File: config.mk
export PLATFORM = sky130hd
export DESIGN_NAME = wb_sel_stage
export DESIGN_NICKNAME = d
export VERILOG_FILES = /design/src/rtl/riscv_pkg.sv /design/src/rtl/wb_sel_stage_load_extend.sv /design/src/rtl/wb_sel_stage.sv
export SDC_FILE = /design/constraint.sdc
export NUM_CORES = 1
export LEC_CHECK = 0
export ABC_CLOCK_PERIOD_IN_PS = 2400
export BUFFER_PORTS_ARGS = -buffer_cell sky130_fd_sc_hd__buf_4
export CAP_MARGIN = 20
export CORE_ASPECT_RATIO = 0.5
export CORE_MARGIN = 8
export CORE_UTILIZATION = 35
export CTS_CLUSTER_DIAMETER = 120
export DETAILED_ROUTE_END_ITERATION = 7
export GPL_ROUTABILITY_DRIVEN = 0
export MAX_ROUTING_LAYER = met4
export PLACE_DENSITY = 0.66
export SYNTH_ARGS = -nofsm -noshare
export SYNTH_HDL_FRONTEND = slang
export SYNTH_SLANG_ARGS = --single-unit
File: constraint.sdc
create_clock -name clk -period 2.4 [get_ports clk]
set_input_delay 0.36 -clock clk [delete_from_list [all_inputs] [get_ports clk]]
set_output_delay 0.36 -clock clk [all_outputs]
set_load 0.02 [all_outputs]
File: src/rtl/riscv_pkg.sv
// Shared RISC-V encodings for the write-back stage: opcodes, load funct3 codes and stage states.
package riscv_pkg;

    localparam logic [6:0] OP_R      = 7'b0110011;
    localparam logic [6:0] OP_I      = 7'b0010011;
    localparam logic [6:0] OP_LOAD   = 7'b0000011;
    localparam logic [6:0] OP_STORE  = 7'b0100011;
    localparam logic [6:0] OP_BRANCH = 7'b1100011;
    localparam logic [6:0] OP_LUI    = 7'b0110111;
    localparam logic [6:0] OP_AUIPC  = 7'b0010111;
    localparam logic [6:0] OP_JAL    = 7'b1101111;
    localparam logic [6:0] OP_JALR   = 7'b1100111;

    localparam logic [2:0] F3_LB  = 3'b000;
    localparam logic [2:0] F3_LH  = 3'b001;
    localparam logic [2:0] F3_LW  = 3'b010;
    localparam logic [2:0] F3_LBU = 3'b100;
    localparam logic [2:0] F3_LHU = 3'b101;

    typedef enum logic [1:0] {
        IDLE    = 2'd0,
        WAIT_LD = 2'd1,
        WB      = 2'd2
    } wb_state_t;

endpackage

File: src/rtl/wb_sel_stage_load_extend.sv
// load_extend: picks the addressed byte/half/word out of a memory word and sign/zero-extends it.
module load_extend
    import riscv_pkg::*;
#(
    parameter int W = 32
) (
    input  logic [W-1:0] word,
    input  logic [1:0]   off,
    input  logic [2:0]   funct3,
    output logic [W-1:0] value
);

    logic [7:0]  byte_v;
    logic [15:0] half_v;

    // Halfword selection only looks at off[1]; an odd offset is not shifted further.
    always_comb begin
        byte_v = word[{off, 3'b000} +: 8];
        half_v = word[{off[1], 4'b0000} +: 16];
        case (funct3)
            F3_LB:   value = {{(W-8){byte_v[7]}}, byte_v};
            F3_LBU:  value = {{(W-8){1'b0}}, byte_v};
            F3_LH:   value = {{(W-16){half_v[15]}}, half_v};
            F3_LHU:  value = {{(W-16){1'b0}}, half_v};
            default: value = word;
        endcase
    end

endmodule

File: src/rtl/wb_sel_stage.sv
// wb_sel_stage: selects register-file write data and waits on the memory response for loads.
// Optional WB_SEL_MISALIGN_EN adds a sticky misalign_err output and suppresses misaligned load writes.
module wb_sel_stage
    import riscv_pkg::*;
#(
    parameter int W     = 32,
    parameter int OPLEN = 7
) (
    input  logic             clk,
    input  logic             rst_n,
    input  logic             in_valid,
    output logic             in_ready,
    input  logic [OPLEN-1:0] op,
    input  logic [2:0]       funct3,
    input  logic [4:0]       rd,
    input  logic [W-1:0]     alu_res,
    input  logic [W-1:0]     pc_plus4,
    input  logic [W-1:0]     imm,
    input  logic [W-1:0]     mem_rdata,
    input  logic             mem_rvalid,
    output logic             rf_we,
    output logic [4:0]       rf_waddr,
    output logic [W-1:0]     rf_wdata,
    output logic             busy
`ifdef WB_SEL_MISALIGN_EN
    , output logic           misalign_err
`endif
);

    wb_state_t      state, state_n;
    logic           accept;
    logic           ld_capture;
    logic           we_n;
    logic [4:0]     waddr_n;
    logic [W-1:0]   wdata_n;
    logic [4:0]     ld_rd;
    logic [2:0]     ld_f3;
    logic [1:0]     ld_off;
    logic           ld_bad;
    logic [W-1:0]   ld_value;

    assign in_ready = (state != WAIT_LD);
    assign busy     = (state == WAIT_LD);
    assign accept   = in_valid && in_ready;

    load_extend #(.W(W)) u_extend (
        .word   (mem_rdata),
        .off    (ld_off),
        .funct3 (ld_f3),
        .value  (ld_value)
    );

    // Writes are registered one cycle after accept (or after the memory response); x0 is never written.
    always_comb begin
        state_n    = state;
        we_n       = 1'b0;
        waddr_n    = rf_waddr;
        wdata_n    = rf_wdata;
        ld_capture = 1'b0;
        case (state)
            IDLE, WB: begin
                state_n = IDLE;
                if (accept) begin
                    case (op)
                        OP_R, OP_I, OP_AUIPC: begin
                            state_n = WB;
                            we_n    = (rd != 5'd0);
                            waddr_n = rd;
                            wdata_n = alu_res;
                        end
                        OP_LUI: begin
                            state_n = WB;
                            we_n    = (rd != 5'd0);
                            waddr_n = rd;
                            wdata_n = imm;
                        end
                        OP_JAL, OP_JALR: begin
                            state_n = WB;
                            we_n    = (rd != 5'd0);
                            waddr_n = rd;
                            wdata_n = pc_plus4;
                        end
                        OP_LOAD: begin
                            state_n    = WAIT_LD;
                            ld_capture = 1'b1;
                        end
                        default: state_n = IDLE;
                    endcase
                end
            end
            WAIT_LD: begin
                if (mem_rvalid) begin
                    state_n = WB;
                    we_n    = (ld_rd != 5'd0) && !ld_bad;
                    waddr_n = ld_rd;
                    wdata_n = ld_value;
                end
            end
            default: state_n = IDLE;
        endcase
    end

    always_ff @(posedge clk or negedge rst_n) begin
        if (!rst_n) begin
            state    <= IDLE;
            rf_we    <= 1'b0;
            rf_waddr <= 5'd0;
            rf_wdata <= '0;
            ld_rd    <= 5'd0;
            ld_f3    <= 3'd0;
            ld_off   <= 2'd0;
        end else begin
            state    <= state_n;
            rf_we    <= we_n;
            rf_waddr <= waddr_n;
            rf_wdata <= wdata_n;
            if (ld_capture) begin
                ld_rd  <= rd;
                ld_f3  <= funct3;
                ld_off <= alu_res[1:0];
            end
        end
    end

`ifdef WB_SEL_MISALIGN_EN
    logic bad_now;

    assign bad_now = (((funct3 == F3_LH) || (funct3 == F3_LHU)) && alu_res[0]) ||
                     ((funct3 == F3_LW) && (alu_res[1:0] != 2'b00));

    // The misaligned load still drains its memory response; only its write is dropped.
    always_ff @(posedge clk or negedge rst_n) begin
        if (!rst_n) begin
            ld_bad       <= 1'b0;
            misalign_err <= 1'b0;
        end else if (ld_capture) begin
            ld_bad <= bad_now;
            if (bad_now) begin
                misalign_err <= 1'b1;
            end
        end
    end
`else
    assign ld_bad = 1'b0;
`endif

endmodule
**Word level (Yosys, flattened, before mapping)**

Index checks and enable logic that the tools add are counted.

- Output and inout port bits: 40
- Bits of input ports: 147
- Flip-flop bits (word level): 50
- ROM bits: 0
- RAM bits: 0
- Bits in latches: 0
- Logic and storage cells: 58
- Memories kept: 0

- Divide/modulo/power cells: 0
- Bitwise operators: 0
- Eq/ne operators: 17
- Muxes and demuxes: 20
- $lt $le $gt $ge: 0
- Reduce and logical (&&, ||, !) cells: 12
- Shift-type cells: 2
- Add/sub/neg operators: 0
- Multipliers: 0

Operator list:

| cell | number |
|---|---|
| case mux 32 bit (4 select lines) | 1 |
| case mux 32 bit (3 select lines) | 1 |
| two-way mux 32 bit | 2 |
| case mux 32 bit (2 select lines) | 1 |
| indexed part select 32 x 6 -> 16 bit | 1 |
| indexed part select 32 x 6 -> 8 bit | 1 |
| two-way mux 5 bit | 3 |
| == test 7 x 5 -> 1 bit, second input constant | 2 |
| == test 7 x 6 -> 1 bit, second input constant | 2 |
| == test 7 bit, second input constant | 2 |
| case mux 5 bit (2 select lines) | 1 |
| nonzero test 5 bit | 2 |
| case mux 2 bit (2 select lines) | 2 |
| AND reduction 4 bit | 2 |
| == test 7 x 2 -> 1 bit, second input constant | 1 |
| == test 3 bit, second input constant | 2 |
| two-way mux 1 bit | 6 |
| != test 2 bit, second input constant | 3 |
| OR reduction 6 bit | 1 |
| two-way mux 2 bit | 2 |
| != test 4 x 1 -> 1 bit, second input constant | 1 |
| OR reduction 2 bit | 2 |
| == test 3 x 1 -> 1 bit, second input constant | 1 |
| logical NOT 3 bit | 1 |
| other kinds (8) | 8 |

**Logic depth before layout (Yosys ltp)**

Gate-level depths: netlist (run 1).

- Word-level depth: 5
- Gate-level depth with buffers: 9
- Mapped depth without buffers: 7

**Hierarchy**

A second synthesis (run 1) with hierarchy kept.

- Cells, all modules: 453
- Area, all modules: 3849.9 um^2

Modules (own cells, without submodules):

| module | seq. area each (um^2) | area each (um^2) | times used | cells an instance |
|---|---|---|---|---|
| wb_sel_stage | 1251.2 | 3221.8 | 1 | 344 |
| load_extend | 0.0 | 628.1 | 1 | 109 |

**Least setup slack after synthesis (run 1)**

OpenSTA, ideal clock, no wires.

- Kind: flip-flop to flip-flop
- Start point: register ld_off[1]
- End point: register rf_wdata[12]
- Buffers on the path: 0
- Arrival time: 1.693 ns
- Setup slack: 0.583 ns
- Data required time: 2.276 ns
- Setup time: 0.124 ns
- Period minus slack after synthesis: 1.817 ns
- Cell stages (with the launch flop): 6
- Path through: dfrtp_1 -> mux4_2 -> nor2b_4 -> o311ai_4 -> a221oi_2 -> a211o_1

- Longest elaborated chain between the ends: 4
- Elaborated cells between the ends (all ways): 5
- Those cells by class: shift (2); mux (3)

Ends and longest elaborated chain:

| what | line | source |
|---|---|---|
| start, declared | wb_sel_stage.sv:38 | `logic [1:0] ld_off;` |
| start signal, assigned | wb_sel_stage.sv:120 | `ld_off <= alu_res[1:0];` |
| indexed part select 32 x 6 -> 16 bit or indexed part select 32 x 6 -> 8 bit (tied branches) | wb_sel_stage_load_extend.sv:19, wb_sel_stage_load_extend.sv:18 |  |
| case mux 32 bit (4 select lines) * | wb_sel_stage_load_extend.sv:20 | `case (funct3)` |
| two-way mux 32 bit * | wb_sel_stage.sv:92 | `if (mem_rvalid) begin` |
| case mux 32 bit (2 select lines) * | wb_sel_stage.sv:60 | `case (state)` |
| end signal, assigned | wb_sel_stage.sv:116 | `rf_wdata <= wdata_n;` |
| end, declared | wb_sel_stage.sv:23 | `output logic [W-1:0] rf_wdata,` |

Mark *: on every way between the ends. The rest lies on a longest branch, timed or not. The select of a mux whose other input is x is not followed.
A chain may end at the register's enable or synchronous reset.

**Final worst setup path (run 1)**

Ends and elaborated chain as after synthesis.

==> impl_metrics.tcl, run 1 <==
set metrics [dict create \
    switching_power_mw 1.00 \
    worstSetupPathType "flip-flop to flip-flop" \
    antenna_cells 0 \
    synthTopCellsByArea "dfrtp_1 (37%), a221o_1 (7.1%), a22o_1 (6.5%)" \
    syn_nets 515 \
    pre_cts_ws_ns 0.370 \
    rsz0062_at_grt "false" \
    fin_nets 687 \
    dp_hpwl_microns 10200 \
    cts-root-buf "clkbuf_16" \
    start_util 0.358 \
    syn_inst 368 \
    synth_top_cell_by_area "dfrtp_1" \
    fillers 885 \
    setup_viol 0 \
    critPathMaxFanout 8 \
    dr.pass1.iters 5 \
    synth_flop_cell "dfrtp_1" \
    grt_max_degree 51 \
    area_growth_pct 50.1 \
    cts_setup_buffers 0 \
    ys_warn_count 0 \
    finClkSkew_ns 0.00406 \
    routed_wl_microns 13200 \
    slew_viol_final 0 \
    holdCritPathClass "primary input to async pin" \
    ctsHtreeMaxLevel 2 \
    timing.fmax_mhz 519 \
    arrival_ns 2.11 \
    hold_viol_final 0 \
    cellPowerDensity_mw_per_mm2 622 \
    worstSetupEndpointType "flip-flop" \
    finalCritPeriodShare 0.803 \
    num_vias 3617 \
    ant_nets 0 \
    grt_pass1_wl_microns 20600 \
    synth_edf_count 0 \
    status "complete, no violations" \
    p_seq_frac 0.364 \
    cp_data_required_time_ns 2.58 \
    slew_headroom 0.515 \
    critPathSlowestCell "mux4_2" \
    path_clk_slew_ns 0.07 \
    syn_avg_cell_area_sq_um 9.14 \
    p_clk_frac 0.265 \
    cts_tree "yes" \
    tns_ns 0 \
    die_w_microns 155 \
    dieHeight_microns 85.3 \
    ctsHoldBuffers 0 \
    leakagePower_nw 2.61 \
    swShare 0.320 \
    intPower_mw 2.13 \
    p_comb_frac 0.370 \
    layout_min_cycle_time_ns 1.93 \
    ys_seq_elements 50 \
    wire_per_inst_microns 19.9 \
    clk_latency_ns 0.29 \
    critical_path.max_stage_delay_ns 0.50 \
    cts_max_path_buffers 2 \
    dr.first_iter.drc_count 422 \
    core_area_sq_mm 0.00938 \
    grt_use_total 0.201 \
    numCtsBuffers 5 \
    tightest_slew_ns 0.726 \
    die_area_sq_mm 0.0132 \
    drive_above_1_share 0.420 \
    drcViolationCount 0 \
    vdd_ir_drop_max_uv 314 \
    cts.sinks 50 \
    synth_cell_types 47 \
    yosysTopAreaCellShare 0.372 \
    num_rows 25 \
    cts.repair.resized 0 \
    antenna_found_initial 0 \
    cap_viol_max_count 0 \
    numPortBuffers 186 \
    syn_area_sq_mm 0.00336 \
    async_reset_ff_frac 1.00 \
    gr-total-overflow 0 \
    grt_pass1_vias 3807 \
    worst_slack_ns 0.472 \
    crit_chain "mux4_2 -> nor2b_4 -> o311ai_4 -> a221oi_2 -> a211o_1" \
    viasPerCell 5.47 \
    seq_area_frac_synth 0.372 \
    pin_count 187 \
    start_kind "flip-flop" \
]
==> cells by family (layout without fill, tap and decap cells) <==
| logic type | count (synthesis) | in the layout | share of synthesized area |
|---|---|---|---|
| multiplexers | 21 | 21 | 0.0778 |
| AO/OA/AOI/OAI | 165 | 165 | 0.373 |
| buffers and inverters | 48 | 220 | 0.0584 |
| flip-flops | 50 | 50 | 0.372 |
| AND/OR/NAND/NOR | 84 | 84 | 0.119 |
==> state kept, by name, indices dropped and copies added (netlist names) <==
register	count
rf_we	1
state	2
ld_rd	5
rf_waddr	5
ld_off	2
ld_f3	3
rf_wdata	32
==> critical path: cells and delay by family (launching register included) <==
family / cells / cell delay, ns
AND/OR/NAND/NOR: 1 / 0.14
flip-flops: 1 / 0.37
AO/OA/AOI/OAI: 3 / 0.80
multiplexers: 1 / 0.50
==> per-stage QoR <==
stage | hold slack, ns | cells | utilization | total power, mW | instance area [sq um]
floorplan | 0.0644 | 368 | - | 1.71 | 3360
global placement | 0.435 | 654 | 0.520 | 2.31 | 4880
detailed placement | 0.442 | 654 | 0.520 | 2.33 | 4880
CTS | 0.130 | 661 | 0.538 | 3.17 | 5050
global route | 0.143 | 661 | 0.538 | 3.30 | 5050
finish | 0.0910 | 661 | 0.538 | 3.14 | 5050
==> metal layers <==
metal  wire length [microns]  share of wire  GRT usage  vias to the layer above
li1                        -              -          -                     1759
met1                    5820           0.44      0.247                     1727
met2                    6550           0.50      0.342                      118
met3                     652          0.049     0.0335                       13
met4                     157          0.012     0.0459                        0
met5                       0              0          -                        -
==> power groups by stage <==
stage	Sequential, mW	Clock (mW)	Combinational (mW)
final	1.14	0.833	1.16
after global routing	1.17	0.887	1.24
after CTS	1.14	0.853	1.17
after detailed placement	1.16	0	1.17
after global placement	1.15	0	1.16
after floorplan	1.36	0	0.348
==> worst paths after layout <==
path | cells past startpoint | slack [ns] | start | to
min reg2reg | 2 | 0.48 | rf_wdata[6] | rf_wdata[6]
max in group asynchronous | 1 | 1.85 | rst_n | rf_wdata[2]
max | 5 | 0.47 | ld_off[1] | rf_wdata[12]
max reg2reg | 5 | 0.47 | ld_off[1] | rf_wdata[12]
min in group clk | 2 | 0.29 | funct3[2] | ld_f3[2]
min | 1 | 0.09 | rst_n | rf_waddr[4]
==> final cells by class <==
type,count,area [sq um],area share
Multi-Input combinational cell,270,1920,0.380
Timing Repair Buffer,199,1510,0.299
Sequential cell,50,1250,0.248
Tap cell,121,151,0.0300
Clock buffer,6,139,0.0275
Inverter,14,52.6,0.0104
Clock inverter,1,30.0,0.00595
==> cells in the final DEF (no fill, tap or decap), types with 5 or more instances in the layout <==
cell and count:
mux2_2 11, inv_1 12, a22o_1 25, nand3_1 8, a22oi_1 6, a21o_1 22, a31oi_1 7, mux2i_1 7
clkbuf_16 5, nor2_1 17, a211oi_1 7, nand2_1 38, a221o_1 24, o211ai_1 6, o22ai_1 9, dfrtp_1 50
buf_4 198, a21oi_1 37
==> Yosys cell counts, types with 4 or more instances <==
library cell and instances:
a211oi_1 7, a21o_1 22, a21oi_1 37, a221o_1 24
a22o_1 25, a22oi_1 6, a31oi_1 7, buf_2 13
clkbuf_1 20, dfrtp_1 50, inv_1 12, mux2_2 11
mux2i_1 7, nand2_1 38, nand2b_1 4, nand3_1 8
nor2_1 17, nor2b_1 4, o211ai_1 6, o21ai_0 4
o22ai_1 9
Power figures use the tool's default switching activity.
==> run 2, diff against run 1 <==
--- a/config.mk
+++ b/config.mk
@@ -5,7 +5,8 @@
 export SDC_FILE = /design/constraint.sdc
 export NUM_CORES = 1
 export LEC_CHECK = 0
-export ABC_CLOCK_PERIOD_IN_PS = 2400
+export ABC_AREA = 1
+export ABC_CLOCK_PERIOD_IN_PS = 1800
 export BUFFER_PORTS_ARGS = -buffer_cell sky130_fd_sc_hd__buf_4
 export CAP_MARGIN = 20
 export CORE_ASPECT_RATIO = 0.5
@@ -15,7 +16,6 @@
 export DETAILED_ROUTE_END_ITERATION = 7
 export GPL_ROUTABILITY_DRIVEN = 0
 export MAX_ROUTING_LAYER = met4
-export PLACE_DENSITY = 0.66
 export SYNTH_ARGS = -nofsm -noshare
 export SYNTH_HDL_FRONTEND = slang
 export SYNTH_SLANG_ARGS = --single-unit
==> constraint.sdc (replaced) <==
create_clock -name clk -period 1.8 [get_ports clk]
set_input_delay 0.27 -clock clk [delete_from_list [all_inputs] [get_ports clk]]
set_output_delay 0.27 -clock clk [all_outputs]
set_load 0.02 [all_outputs]
==> run 2 against run 1 <==
Against the previous run:
- critical path depth increased by 2
- total power increased by 34%
- worst hold slack got worse by 0.092 ns
- the run now ends with negative hold slack left
- synthesized area increased by 15%
- die area increased by 13%
- sequential share of layout area decreased by 2.7 points
- combinational power increased by 41%
- final area increased by 12%
- fmax increased by 23%
==> impl_metrics.tcl, run 2 <==
set metrics [dict create \
    status "finished, violations left" \
    violations "negative hold slack" \
    synthTopCellsByArea "dfrtp_1 (32%), nand2_1 (23%), nand3_1 (16%)" \
    clk_latency_ns 0.30 \
    seq_area_frac_synth 0.322 \
    syn_area_sq_mm 0.00388 \
    worstSetupEndpointType "flip-flop" \
    synth_flop_cell "dfrtp_1" \
    synth_top_cell_by_area "dfrtp_1" \
    dp_hpwl_microns 13500 \
    yosysTopAreaCellShare 0.322 \
    numCtsBuffers 5 \
    synth_most_common_cell "nand2_1" \
    finClkSkew_ns 0.00866 \
    synth_compound_area_frac 0.0909 \
    die_w_microns 165 \
    ys_warn_count 0 \
    setup_viol 0 \
    worst_slack_ns 0.229 \
    slew_headroom 0.563 \
    viasPerCell 5.13 \
    leakagePower_nw 3.07 \
    hold_viol_final 2 \
    instances_no_fill 958 \
    holdCritPathClass "primary input to async pin" \
    grt_pass1_wl_microns 25500 \
    cts_setup_buffers 0 \
    num_vias 4912 \
    tns_ns 0 \
    grt_max_degree 51 \
    numPortBuffers 186 \
    hold_ws_ns -0.00140 \
    num_rows 27 \
    routed_wl_microns 17000 \
    rsz0062_at_grt "false" \
    dr.first_iter.drc_count 416 \
    start_util 0.356 \
    gr-total-overflow 0 \
    die_area_sq_mm 0.0149 \
    drive_above_1_share 0.292 \
    async_reset_ff_frac 1.00 \
    dp.cells 950 \
    antenna_cells 0 \
    worstSetupPathType "flip-flop to flip-flop" \
    cellPowerDensity_mw_per_mm2 740 \
    ctsHoldBuffers 0 \
    antenna_found_initial 0 \
    top_regs "rf_wdata: 32 flops, ld_rd: 5 flops, rf_waddr: 5 flops" \
    grt_use_total 0.222 \
    cts.sinks 50 \
    final_cell_mix "nand2_1 (232), buf_4 (202), nand3_1 (124), dfrtp_1 (49), inv_1 (48)" \
    largest_reg_flops 32 \
    syn_avg_cell_area_sq_um 6.08 \
    mostFrequentLayoutCell "nand2_1" \
    pre_cts_ws_ns 0.114 \
    wire_per_inst_microns 17.7 \
    start_kind "flip-flop" \
    finalCritPeriodShare 0.873 \
    synth-xor-area-share 0 \
    dr.pass1.iters 5 \
    largest_register "rf_wdata" \
    synth-simple-area-share 0.481 \
    grt_pass1_vias 4539 \
    cp_data_required_time_ns 2.04 \
    ctsHtreeMaxLevel 2 \
    cts-root-buf "clkbuf_16" \
    cts_max_path_buffers 2 \
    core_area_sq_mm 0.0109 \
    fin_util 0.520 \
    ant_nets 0 \
    synth_cell_types 26 \
    cap_viol_max_count 0 \
    muxShareOfSynthArea 0 \
    critPathMaxFanout 16 \
    synth_edf_count 0 \
    syn_inst 638 \
    fin_nets 959 \
    area_growth_pct 46.1 \
    syn_nets 785 \
    tightest_slew_ns 0.655 \
    layout_min_cycle_time_ns 1.57 \
    synth_top_family_by_area "simple AND/OR/NAND/NOR gates" \
    ys_seq_elements 50 \
    timing.fmax_mhz 636 \
    drcViolationCount 0 \
    synth_adder_area_share 0 \
    path_clk_slew_ns 0.08 \
    arrival_ns 1.81 \
    cts_tree "yes" \
    pin_count 187 \
    dieHeight_microns 90.5 \
    vdd_ir_drop_max_uv 500 \
    synthTopCellsByCount "nand2_1 (233), nand3_1 (124), dfrtp_1 (50), inv_1 (48), a21oi_1 (39)" \
    slew_viol_final 0 \
]
## run 2: cell types whose count changed after synthesis, moves of 8 or more
cell,previous run,this run
nand2_1,38,233
nand3_1,8,124
inv_1,12,48
a22o_1,25,0
a221o_1,24,0
a21o_1,22,0
nand4_1,1,19
o21ai_0,4,21
nor2_1,17,33
mux2_2,11,0
o22ai_1,9,1
## run 2: where the power goes
part	switching, mW	internal [mW]	total, mW
logic	0.895	0.733	1.63
clock network	0.473	0.534	1.01
registers	0.175	1.39	1.56
## run 2: metal layers
metal	part of all wire	vias up	track usage
met4	0.0093	0	0.0306
met2	0.43	198	0.323
met3	0.093	12	0.0460
met1	0.47	2277	0.316
met5	0	-	-
li1	-	2425	-
## run 2: what timing repair did
action                                  CTS  global route
endpoints found under the setup margin    0             2
hold endpoints to repair                  0             0
gates resized for setup                   0             3
## run 2: critical path, cell delays in order, from the launching register on
cell	delay, ns
dfrtp_2	0.49
nor2_1	0.21
inv_1	0.07
nor2_2	0.14
nand2_2	0.19
nand3_1	0.24
nand3_1	0.10
nand2_1	0.06
## run 2: cell type report
cell class	count	area, sq um
flip-flops and latches	50	1250
fillers	1135	5240
inverters	53	199
repair buffers	209	1660
multi-input cells	493	2230
clock buffers	5	125
clock inverters	3	28.8
well taps	145	181
## run 2: path summary, 6_finish.rpt
kind / startpoint / endpoint / slack [ns] / cells after the start
max: ld_f3[1] / rf_wdata[23] / 0.23 / 7
min: rst_n / rf_wdata[10] / -0.001 / 1
max reg2reg: ld_f3[1] / rf_wdata[23] / 0.23 / 7
min reg2reg: rf_wdata[24] / rf_wdata[24] / 0.48 / 2
max in group asynchronous: rst_n / ld_f3[1] / 1.33 / 1
min in group clk: mem_rvalid / state[0] / 0.18 / 2
## run 2: logic make-up (layout without fill, tap and decap cells)
logic type,Yosys count,in the layout
simple gates,427,427
buf+inv,95,270
compound gates,66,66
flops,50,50
## run 2: metrics by stage
| step | cell area, sq um | power (mW) | hold slack, ns |
|---|---|---|---|
| 2_1_floorplan | 3880 | 2.30 | -0.0256 |
| 3_3_place_gp | 5510 | 3.20 | 0.342 |
| 3_5_place_dp | 5510 | 3.22 | 0.341 |
| 4_1_cts | 5660 | 4.23 | 0.0212 |
| 5_1_grt | 5670 | 4.44 | 0.0440 |
| 6_report | 5670 | 4.20 | -0.00140 |
